File: src/rtl/and8_operand_feeder.sv
// Pairs a serial byte stream into {A,B} operands and buffers them in a FIFO for the AND stage.
// Optional delivered-pair counter enabled by defining AND8_FEEDER_PAIR_COUNT_EN.
module and8_operand_feeder #(
    parameter int DEPTH = 4,
    parameter int CW    = $clog2(DEPTH) + 1
) (
    input  logic          clk,
    input  logic          reset,
    input  logic          flush,
    input  logic [7:0]    in_data,
    input  logic          in_valid,
    output logic          in_ready,
    output logic [7:0]    a_out,
    output logic [7:0]    b_out,
    output logic          pair_valid,
    input  logic          pair_ready,
    output logic [CW-1:0] count,
    output logic          phase,
    output logic [15:0]   pair_total
);

    localparam int AW = $clog2(DEPTH);

    typedef enum logic {
        PH_A = 1'b0,
        PH_B = 1'b1
    } phase_e;

    phase_e        phase_q, phase_d;
    logic [7:0]    held_a_q, held_a_d;
    logic [AW-1:0] wr_ptr_q, wr_ptr_d;
    logic [AW-1:0] rd_ptr_q, rd_ptr_d;
    logic [CW-1:0] count_q, count_d;
    logic [15:0]   mem_q [DEPTH];

    logic in_xfer;
    logic push;
    logic pop;

    // in_ready only depends on registered state, never on pair_ready
    always_comb begin
        in_ready   = (phase_q == PH_A) || (count_q != CW'(DEPTH));
        pair_valid = (count_q != '0);
        in_xfer    = in_valid && in_ready && !flush;
        push       = in_xfer && (phase_q == PH_B);
        pop        = pair_valid && pair_ready && !flush;
    end

    always_comb begin
        phase_d  = phase_q;
        held_a_d = held_a_q;
        wr_ptr_d = wr_ptr_q;
        rd_ptr_d = rd_ptr_q;
        count_d  = count_q;
        if (flush) begin
            phase_d  = PH_A;
            held_a_d = '0;
            wr_ptr_d = '0;
            rd_ptr_d = '0;
            count_d  = '0;
        end else begin
            if (in_xfer) begin
                if (phase_q == PH_A) begin
                    held_a_d = in_data;
                    phase_d  = PH_B;
                end else begin
                    phase_d  = PH_A;
                end
            end
            if (push) wr_ptr_d = wr_ptr_q + 1'b1;
            if (pop)  rd_ptr_d = rd_ptr_q + 1'b1;
            case ({push, pop})
                2'b10:   count_d = count_q + 1'b1;
                2'b01:   count_d = count_q - 1'b1;
                default: count_d = count_q;
            endcase
        end
    end

    always_ff @(posedge clk or posedge reset) begin
        if (reset) begin
            phase_q  <= PH_A;
            held_a_q <= '0;
            wr_ptr_q <= '0;
            rd_ptr_q <= '0;
            count_q  <= '0;
        end else begin
            phase_q  <= phase_d;
            held_a_q <= held_a_d;
            wr_ptr_q <= wr_ptr_d;
            rd_ptr_q <= rd_ptr_d;
            count_q  <= count_d;
        end
    end

    // Storage needs no reset: outputs are masked while the FIFO is empty
    always_ff @(posedge clk) begin
        if (push) mem_q[wr_ptr_q] <= {held_a_q, in_data};
    end

    always_comb begin
        a_out = '0;
        b_out = '0;
        if (pair_valid) begin
            a_out = mem_q[rd_ptr_q][15:8];
            b_out = mem_q[rd_ptr_q][7:0];
        end
    end

    assign count = count_q;
    assign phase = phase_q;

`ifdef AND8_FEEDER_PAIR_COUNT_EN
    logic [15:0] total_q;

    always_ff @(posedge clk or posedge reset) begin
        if (reset)    total_q <= '0;
        else if (pop) total_q <= total_q + 16'd1;
    end

    assign pair_total = total_q;
`else
    assign pair_total = '0;
`endif

endmodule

File: config.mk
export PLATFORM = sky130hd
export DESIGN_NAME = and8_operand_feeder
export DESIGN_NICKNAME = d
export VERILOG_FILES = /design/src/rtl/and8_operand_feeder.sv
export SDC_FILE = /design/constraint.sdc
export NUM_CORES = 1
export LEC_CHECK = 0
export ABC_AREA = 0
export BUFFER_PORTS_ARGS = -buffer_cell sky130_fd_sc_hd__buf_4
export CAP_MARGIN = 10
export CORE_MARGIN = 5
export CORE_UTILIZATION = 50
export CTS_CLUSTER_SIZE = 24
export DETAILED_ROUTE_END_ITERATION = 8
export GPL_TIMING_DRIVEN = 0
export MAX_ROUTING_LAYER = met4
export PLACE_DENSITY_LB_ADDON = 0.05
export SETUP_SLACK_MARGIN = 0.4
export SLEW_MARGIN = 40
export SYNTH_ARGS = -nofsm -noshare
export SYNTH_HDL_FRONTEND = slang
export SYNTH_SLANG_ARGS = --single-unit
File: constraint.sdc
create_clock -name clk -period 2.4 [get_ports clk]
set_clock_uncertainty 0.1 [all_clocks]
set_input_delay 0.24 -clock clk [delete_from_list [all_inputs] [get_ports clk]]
set_output_delay 0.24 -clock clk [all_outputs]
set_load 0.02 [all_outputs]
==> impl_metrics.csv, run 1 <==
group,metric,value,unit
status,status,"finished, final reports clean",
cells_and_area,antennaDiodeCount,0,
grt,antenna_found_initial,0,
floorplan,coreArea,0.00672,sq mm
timing,rsz0062_at_grt,"true",
cells_and_area,fin_cells,374,
timing,fmax,0.480,GHz
setup_path,path_class,"register to output port",
timing,tightest_slew,0.668,ns
timing,whs,0.0207,ns
cells_and_area,area_growth,28.3,%
yosys,ys_types,34,
routing,firstDrtPassIters,4,
routing,wl_per_cell,16.3,um
routing,detail-route-antenna-nets,0,
clocking,cts_max_path_buffers,2,
yosys,synth_xor_area_share,1.24,%
cells_and_area,final_nets,307,
power_and_ir_drop,power_switching_share,28.8,%
clocking,cts.sinks,80,
placed_design,placed_area,0.00385,sq mm
yosys,avgSynthCellArea,16.2,sq um
clocking,tritoncts,"built",
yosys,synthFlopType,"edfxtp_1",
grt,grt_usage,15.4,%
power_and_ir_drop,p_per_area,923,mW/mm^2
timing,finalSetupViolCount,0,
clocking,clk_latency,0.33,ns
routing,routed_wl,6090,um
yosys,syn_area,0.00342,sq mm
yosys,synthAdderAreaFrac,2.05,%
floorplan,start_util,50.9,%
grt,grt_pass1_vias,1868,
setup_path,start_kind,"register",
yosys,synth_edf_count,64,
power_and_ir_drop,internal_power,0.00288,W
cells_and_area,fillers,493,
routing,drtIter0Drc,84,
timing,slew_viol_final,0,
power_and_ir_drop,irDropWorstVdd,0.461,mV
timing,timing.final.crit_share,86.9,%
timing,fin_ws,0.315,ns
yosys,yosys.area_share.simple,9.26,%
routing,vias,1895,
min_path,hold_class,"input port to register",
yosys,synthMuxAreaShare,11.5,%
yosys,synth_compound_area_share,2.45,%
placed_design,dp_slack,0.149,ns
placed_design,place_hpwl,3780,um
cells_and_area,final_area,0.00438,sq mm
grt,grt_pass1_wl,9570,um
setup_path,worstPathMaxFanout,4,
yosys,ys_seq_elements,80,
yosys,synth_top_family_by_area,"multiplexers",
cells_and_area,drive_above_1_share,43.5,%
placed_design,gp_congestion,0.778,
yosys,seq_area_frac_synth,68.0,%
floorplan,die_area,0.00859,sq mm
floorplan,io_pins,51,
clocking,numCtsBuffers,9,
yosys,ys.warnings.count,0,
power_and_ir_drop,p_leak,1.70,nW
routing,viasPerCell,5.07,
clocking,path_clk_slew,0.08,ns
timing,layout_min_cycle_time,2.08,ns
power_and_ir_drop,combPwrFrac,38.6,%
setup_path,worstSetupEndpointType,"output port",
routing,post-route-drc-count,0,
setup_path,required,2.06,ns
power_and_ir_drop,p_sw,0.00117,W
grt,grt_max_degree,17,
power_and_ir_drop,seq_power_share,39.0,%
floorplan,rows,30,
placed_design,place_inst,340,
floorplan,chipWidth,92.7,um
floorplan,die_h,92.7,um
yosys,ys_async_sr_fraction,20.0,%
setup_path,worstPathArrival,1.74,ns
grt,grt_overflow,0,
clocking,ctsRootBufferMaster,"clkbuf_8",
yosys,synth_cells,211,
power_and_ir_drop,clock_power_share,22.4,%
job,cap_violations,0,
placed_design,io_buffer_count,34,
timing,hold_viol,0,
timing,tns,0,ns
timing,max_slew_margin,55.4,%
clocking,htreeDepth,3,
==> routing by layer <==
layer | vias to the layer above | global-route usage [%] | wire length [um]
met3 | 8 | 2.92 | 185
met4 | 0 | 6.35 | 90
met5 | - | - | 0
li1 | 898 | - | -
met2 | 43 | 25.4 | 3210
met1 | 946 | 18.7 | 2600
==> Yosys cell counts (all sizes together) (2+ instances only) <==
cell type / instances / area share [%]
clkbuf: 6 / 0.66
mux4: 16 / 11
buf: 20 / 4.5
dfrtp: 16 / 12
mux2i: 2 / 0.59
nor3: 2 / 0.29
inv: 3 / 0.33
edfxtp: 64 / 56
and2: 20 / 3.7
nor2: 8 / 0.88
nor2b: 2 / 0.37
ha: 4 / 1.5
nand2: 18 / 2.5
nand2b: 3 / 0.55
a21oi: 9 / 1.4
xor2: 3 / 0.99
nand3: 3 / 0.44
==> layout make-up <==
| type | count | area (sq um) | area share [%] |
|---|---|---|---|
| sequential | 80 | 2330 | 53.1 |
| buffer | 26 | 213 | 4.85 |
| tap | 80 | 100 | 2.28 |
| multi-input combinational | 117 | 1050 | 24.0 |
| timing repair buffer | 52 | 500 | 11.4 |
| clock buffer | 11 | 131 | 3.00 |
| clock inverter | 5 | 47.5 | 1.08 |
| inverter | 3 | 11.3 | 0.257 |
==> what timing repair did <==
item | CTS | global route
hold buffers | 3 | 2
buffers inserted | 9 | 3
gates resized for setup | 30 | 26
endpoints found under the setup margin | 39 | 82
cloned | 0 | 1
pin swaps | 11 | 9
hold endpoints to repair | 24 | 8
==> path summary, 6_finish.rpt <==
check	start	endpoint	slack [ns]	cells after the start
max	rd_ptr_q[0]$_DFFE_PP0P_	b_out[5]	0.32	5
max in group asynchronous	reset	count[2]$_DFFE_PP0P_	1.27	3
min	in_data[4]	mem_q[0][4]$_DFFE_PP_	0.02	1
max reg2reg	count[2]$_DFFE_PP0P_	count[2]$_DFFE_PP0P_	0.37	8
min reg2reg	held_a_q[0]$_DFFE_PP0P_	mem_q[0][8]$_DFFE_PP_	0.42	0
min in group asynchronous	reset	held_a_q[0]$_DFFE_PP0P_	0.45	3
==> registers in the layout (all words and copies together) (netlist names) <==
signal    cells
wr_ptr_q      2
rd_ptr_q      2
held_a_q      8
mem_q        64
count         3
phase         1
==> metrics by stage <==
step	power [W]	util, %
2_1_floorplan	0.00235	-
3_3_place_gp	0.00271	57.3
3_5_place_dp	0.00272	57.4
4_1_cts	0.00389	63.1
5_1_grt	0.00424	65.2
6_report	0.00404	65.2
==> power groups by stage <==
stage          Combinational [W]  Sequential, W  Clock, W
6_report                 0.00156        0.00158  0.000906
5_1_grt                  0.00166        0.00158  0.000988
4_1_cts                  0.00138        0.00158  0.000926
3_5_place_dp             0.00109        0.00162         0
3_3_place_gp             0.00109        0.00162         0
2_1_floorplan           0.000719        0.00163         0
==> worst max-delay path: stages (launching register included) <==
cell	delay [ns]
dfrtp_1	0.37
buf_8	0.14
clkbuf_16	0.14
mux4_2	0.49
and2_4	0.15
buf_6	0.12
==> cells in the final DEF (no fill, tap or decap), types with 2 or more instances in the layout <==
cell type / n
nor2_1: 7
buf_4: 43
a21oi_1: 8
ha_1: 4
clkinv_1: 2
nand2_1: 17
mux4_2: 16
buf_6: 20
inv_1: 3
buf_12: 2
clkbuf_8: 9
dlygate4sd3_1: 5
nand2b_1: 3
clkinv_2: 2
mux2i_1: 2
xor2_1: 2
dfrtp_1: 13
conb_1: 16
nor2b_1: 2
nand3_1: 3
and2_4: 20
buf_8: 2
dfrtp_2: 3
edfxtp_1: 64
clkbuf_1: 6
==> logic make-up (layout without fill, tap and decap cells) <==
group,count (synthesis),after routing
flip-flops,80,80
other,1,16
AO/OA/AOI/OAI,14,14
XOR/XNOR,4,4
adder cells (fa/ha/maj),5,5
buffers and inverters,29,97
multiplexers,19,19
AND/OR/NAND/NOR,59,59
(Power assumes the default switching activity.)
==> run 2: changes to the inputs <==
Settings changed: RECOVER_POWER set to 25.
==> run 2 against run 1 <==
  * Global-route usage is the same
  * Critical endpoint unchanged
  * Core utilization fell by 0.22 points
  * Cell count stayed put
  * Total power barely moved
  * Die area is the same
  * Non-clock buffer count did not move
==> impl_metrics.csv, run 2 (synthesis gave the netlist of run 1 again) <==
group,metric,value,unit
clocking,htreeDepth,3,
setup_path,path_class,"register to output port",
setup_path,r2r_cells,8,
setup_path,cp-startpoint,"rd_ptr_q[0]$_DFFE_PP0P_",
cells_and_area,layout_common_cells,"edfxtp_1, buf_4, buf_6, and2_4, nand2_1",
cells_and_area,final_common_cell,"edfxtp_1",
clocking,cts_max_path_buffers,2,
floorplan,die_h,92.7,um
power_and_ir_drop,power,0.00404,W
floorplan,start_util,50.9,%
routing,firstDrtPassIters,5,
routing,wl_met2,3200,um
cells_and_area,antennaDiodeCount,0,
cells_and_area,fillers,494,
cells_and_area,top_register,"mem_q",
grt,grt_overflow,0,
min_path,hold_depth,3,
clocking,ctsRootBufferMaster,"clkbuf_8",
min_path,hold_class,"input port to register",
timing,slew_viol_final,0,
min_path,hold_start,"in_valid",
clocking,cts.sinks,80,
setup_path,crit_chain,"buf_8 -> clkbuf_16 -> mux4_2 -> and2_4 -> buf_6",
floorplan,coreArea,0.00672,sq mm
setup_path,worstPathArrival,1.74,ns
setup_path,crit_family,"multiplexers",
job,cap_violations,0,
placed_design,place_hpwl,3780,um
floorplan,chipWidth,92.7,um
routing,drt-met1-wl,2630,um
routing,routed_wl,6100,um
routing,post-route-drc-count,0,
timing,hold_viol,0,
timing,rsz0062_at_grt,"true",
routing,viasPerCell,5.04,
timing,tightest_slew,0.667,ns
clocking,path_clk_slew,0.07,ns
setup_path,timing.rr.start,"count[2]$_DFFE_PP0P_",
setup_path,start_kind,"register",
grt,grt_max_degree,17,
timing,finalSetupViolCount,0,
timing,timing.final.crit_share,86.8,%
routing,maxUsedRoutingLayer,"met4",
clocking,tritoncts,"built",
power_and_ir_drop,p_leak,1.68,nW
routing,vias,1886,
cells_and_area,area_growth,27.8,%
timing,max_slew_margin,55.5,%
placed_design,io_buffer_count,34,
routing,wl_per_cell,16.3,um
setup_path,max_stage_delay,0.49,ns
timing,layout_min_cycle_time,2.08,ns
cells_and_area,seq_area,0.00233,sq mm
setup_path,crit_cells,5,
grt,antenna_found_initial,0,
setup_path,required,2.06,ns
grt,grt_usage,15.4,%
grt,grt_pass1_wl,9570,um
clocking,clk_latency,0.33,ns
floorplan,rows,30,
timing,tns,0,ns
cells_and_area,drive_above_1_share,42.2,%
power_and_ir_drop,irDropWorstVdd,0.461,mV
cells_and_area,final_nets,307,
clocking,numCtsBuffers,9,
routing,wl_met3,178,um
placed_design,gp_congestion,0.778,
status,status,"finished, final reports clean",
floorplan,die_area,0.00859,sq mm
cells_and_area,multi_input_area,0.00105,sq mm
grt,grt_pass1_vias,1868,
routing,detail-route-antenna-nets,0,
setup_path,worstPathMaxFanout,4,
setup_path,critPathBufInv,3,
setup_path,worstSetupEndpointType,"output port",
setup_path,slowest_stage,"mux4_2",
routing,drtIter0Drc,81,
floorplan,io_pins,51,
cells_and_area,largest_register_ffs,64,
power_and_ir_drop,p_per_area,925,mW/mm^2
timing,fmax,0.480,GHz
[run 2: cell types whose count changed in the layout (fill, tap and decap cells not counted), sizes merged]
cell / change
buf: -4
clkbuf: +4
[run 2: worst paths after layout]
kind | endpoint | slack (ns)
max in group asynchronous | count[2]$_DFFE_PP0P_ | 1.27
worst min-delay path | phase$_DFFE_PP0P_ | 0.09
min in group asynchronous | held_a_q[0]$_DFFE_PP0P_ | 0.45
worst max register to register | count[2]$_DFFE_PP0P_ | 0.37
worst max-delay path | b_out[5] | 0.32
worst min register to register | mem_q[3][11]$_DFFE_PP_ | 0.43
[run 2: power breakdown]
part,total (W),switching (W),internal [W]
registers,0.00158,0.0000328,0.00155
clock network,0.000905,0.000434,0.000471
logic,0.00156,0.000699,0.000858
[run 2: area by class of cell]
cell class / count / area share, %
buffer: 26 / 4.87
clock buffer: 11 / 3.01
clock inverter: 5 / 1.09
inverter: 3 / 0.258
multi-input combinational: 117 / 24.1
sequential: 80 / 53.3
tap: 80 / 2.29
timing repair buffer: 52 / 11.1
[run 2: metal layers]
metal / global-route usage (%) / up-vias
li1: - / 896
met1: 18.7 / 934
met2: 25.4 / 48
met3: 2.92 / 8
met4: 6.35 / 0
met5: - / -
[run 2: per-stage QoR]
| stage | area [sq um] | cells | worst slack, ns | hold slack, ns | util, % |
|---|---|---|---|---|---|
| after floorplan | 3500 | 226 | 0.362 | 0.0535 | - |
| after global placement | 3850 | 340 | 0.107 | 0.295 | 57.3 |
| after detailed placement | 3850 | 340 | 0.149 | 0.293 | 57.4 |
| after CTS | 4240 | 368 | 0.279 | 0.000589 | 63.1 |
| after global routing | 4370 | 374 | 0.246 | 0.0858 | 65.0 |
| final | 4370 | 374 | 0.316 | 0.0922 | 65.0 |
[run 2: what timing repair did]
item	4_1_cts	5_1_grt
setup buffers	9	3
pin swaps	11	9
hold buffers	3	2
resized for setup	30	26
gates cloned	0	1
hold endpoints to repair	24	8
setup endpoints to repair	39	82
[run 2: worst reg2reg max path, delay by kind of cell, from the launching register on]
family / cells / cell delay [ns]
compound gates: 1 / 0.16
fa+ha+maj: 1 / 0.38
buf+inv: 1 / 0.15
flops: 1 / 0.41
simple gates: 5 / 0.73
==> run 3: changes to the inputs <==
Clock period 2.4 ns to 1.8 ns, I/O delays scaled along.
==> run 3 against run 2 <==
  * The run now ends with setup timing left
  * Die area is the same
  * Critical endpoint is now a_out[3]
  * Global-route usage grew 2.2 points
  * Via count grew 6.8%
  * Non-clock buffer count grew 21
  * Largest power group is now combinational logic
  * Combinational power grew 72%
  * Count of clock-buffer cells in the layout shrank 1
==> impl_metrics.csv, run 3 (synthesis gave the netlist of run 1 again) <==
group,metric,value,unit
power_and_ir_drop,p_leak,1.85,nW
setup_path,r2r_cells,8,
timing,hold_viol,0,
timing,timing.final.crit_share,118,%
routing,firstDrtPassIters,4,
timing,slew_viol_final,0,
min_path,whs_endpoint,"phase$_DFFE_PP0P_",
job,cap_violations,0,
setup_path,worstPathArrival,1.85,ns
timing,rsz0062_at_grt,"true",
floorplan,start_util,50.9,%
min_path,hold_depth,3,
setup_path,required,1.52,ns
cells_and_area,final_common_cell,"edfxtp_1",
clocking,numCtsBuffers,9,
status,violations,"setup timing",
clocking,path_clk_slew,0.08,ns
routing,post-route-drc-count,0,
clocking,clk_latency,0.34,ns
setup_path,r2r_setup_slack,-0.28,ns
placed_design,dp_slack,-0.298,ns
power_and_ir_drop,seq_power_share,35.7,%
setup_path,path_class,"register to output port",
floorplan,die_h,92.7,um
min_path,hold_class,"input port to register",
floorplan,coreArea,0.00672,sq mm
power_and_ir_drop,irDropWorstVdd,0.701,mV
timing,fmax,0.469,GHz
setup_path,rr_endpoint,"count[2]$_DFFE_PP0P_",
placed_design,io_buffer_count,34,
timing,max_slew_margin,54.1,%
min_path,hold_start,"in_valid",
cells_and_area,antennaDiodeCount,0,
cells_and_area,largest_register_ffs,64,
routing,drtIter0Drc,106,
setup_path,crit_chain,"or3_4 -> buf_12 -> buf_12 -> clkbuf_16 -> and2_4 -> buf_6",
placed_design,place_hpwl,3760,um
cells_and_area,area_growth,38.7,%
power_and_ir_drop,power_switching_share,29.5,%
setup_path,crit_family,"buffers and inverters",
cells_and_area,drive_above_1_share,50.5,%
cells_and_area,final_area,0.00474,sq mm
cells_and_area,final_nets,332,
clocking,htreeDepth,3,
power_and_ir_drop,p_per_area,1250,mW/mm^2
routing,detail-route-antenna-nets,0,
clocking,tritoncts,"built",
setup_path,worstPathMaxFanout,6,
routing,routed_wl,6890,um
setup_path,cp-startpoint,"count[0]$_DFFE_PP0P_",
timing,layout_min_cycle_time,2.13,ns
floorplan,io_pins,51,
timing,tightest_slew,0.688,ns
status,status,"finished, violations left",
routing,viasPerCell,5.05,
floorplan,rows,30,
setup_path,timing.rr.start,"count[0]$_DFFE_PP0P_",
cells_and_area,top_register,"mem_q",
power_and_ir_drop,p_sw,0.00174,W
timing,fin_ws,-0.330,ns
power_and_ir_drop,combPwrFrac,45.4,%
clocking,cts.sinks,80,
grt,antenna_found_initial,0,
setup_path,max_stage_delay,0.41,ns
routing,wl_per_cell,17.3,um
setup_path,cp_common_cell,"buf_12",
grt,grt_pass1_wl,10800,um
placed_design,placed_area,0.00391,sq mm
setup_path,start_kind,"register",
setup_path,critPathBufInv,4,
grt,grt_max_degree,17,
timing,finalSetupViolCount,85,
grt,grt_pass1_vias,2044,
routing,vias,2014,
clocking,ctsRootBufferMaster,"clkbuf_8",
cells_and_area,fillers,466,
grt,grt_usage,17.6,%
floorplan,die_area,0.00859,sq mm
setup_path,slowest_stage,"dfrtp_2",
clocking,cts_max_path_buffers,2,
setup_path,worstSetupEndpointType,"output port",
power_and_ir_drop,clock_power_share,18.9,%
grt,grt_overflow,0,
power_and_ir_drop,internal_power,0.00416,W
placed_design,gp_congestion,0.751,
floorplan,chipWidth,92.7,um
cells_and_area,layout_common_cells,"edfxtp_1, buf_4, buf_6, and2_4",
run 3: worst max-delay path by stage:
stage	endpoint	slack, ns	cells past startpoint
final	a_out[3]	-0.33	6
after floorplan	count[2]$_DFFE_PP0P_	-0.24	8
after global routing	count[2]$_DFFE_PP0P_	-0.40	8
after global placement	count[2]$_DFFE_PP0P_	-0.31	8
after CTS	b_out[5]	-0.30	5
after detailed placement	count[2]$_DFFE_PP0P_	-0.30	8
run 3: cell type report:
cell class / count / area, sq um / area share, %
multi-input cells: 121 / 1140 / 24.0
repair buffers: 73 / 761 / 16.1
well taps: 80 / 100 / 2.11
inverters: 3 / 11.3 / 0.238
clock buffers: 10 / 128 / 2.69
flip-flops and latches: 80 / 2330 / 49.1
clock inverters: 6 / 36.3 / 0.766
plain buffers: 26 / 239 / 5.04
run 3: worst register-to-register path, cell delays in order, from the launching register on:
cell      delay (ns)
dfrtp_2         0.41
or3_4           0.40
buf_12          0.15
nand2_8         0.05
nor3_4          0.04
fa_2            0.40
nor3b_2         0.18
nand3b_1        0.09
a31oi_1         0.17
run 3: what timing repair did:
item,4_1_cts,5_1_grt
cloned,5,1
endpoints found under the setup margin,92,100
resized for setup,56,15
setup buffers,18,10
hold endpoints to repair,55,0
pin swaps,20,12
hold buffers,9,0
run 3: layer usage:
| metal | track usage (%) | wire (um) | vias up |
|---|---|---|---|
| met2 | 27.7 | 3570 | 46 |
| met5 | - | 0 | - |
| met4 | 6.59 | 108 | 0 |
| li1 | - | - | 954 |
| met3 | 3.90 | 222 | 9 |
| met1 | 22.6 | 3000 | 1005 |
run 3: power groups by stage:
stage	clock network [W]	logic [W]	registers [W]
after global placement	0	0.00157	0.00216
after CTS	0.00113	0.00232	0.00212
after global routing	0.00122	0.00282	0.00212
after floorplan	0	0.00109	0.00218
final	0.00111	0.00268	0.00211
after detailed placement	0	0.00157	0.00217
run 3: stage by stage:
step	power [W]	utilization [%]	setup TNS (ns)	hold WS, ns	cells
floorplan	0.00327	-	-0.396	-0.00653	226
detailed placement	0.00374	58.2	-7.52	0.236	340
CTS	0.00557	68.0	-4.79	0.00470	388
global placement	0.00373	58.2	-7.63	0.227	340
global route	0.00616	70.5	-15.45	0.0536	399
finish	0.00590	70.5	-10.65	0.0291	399
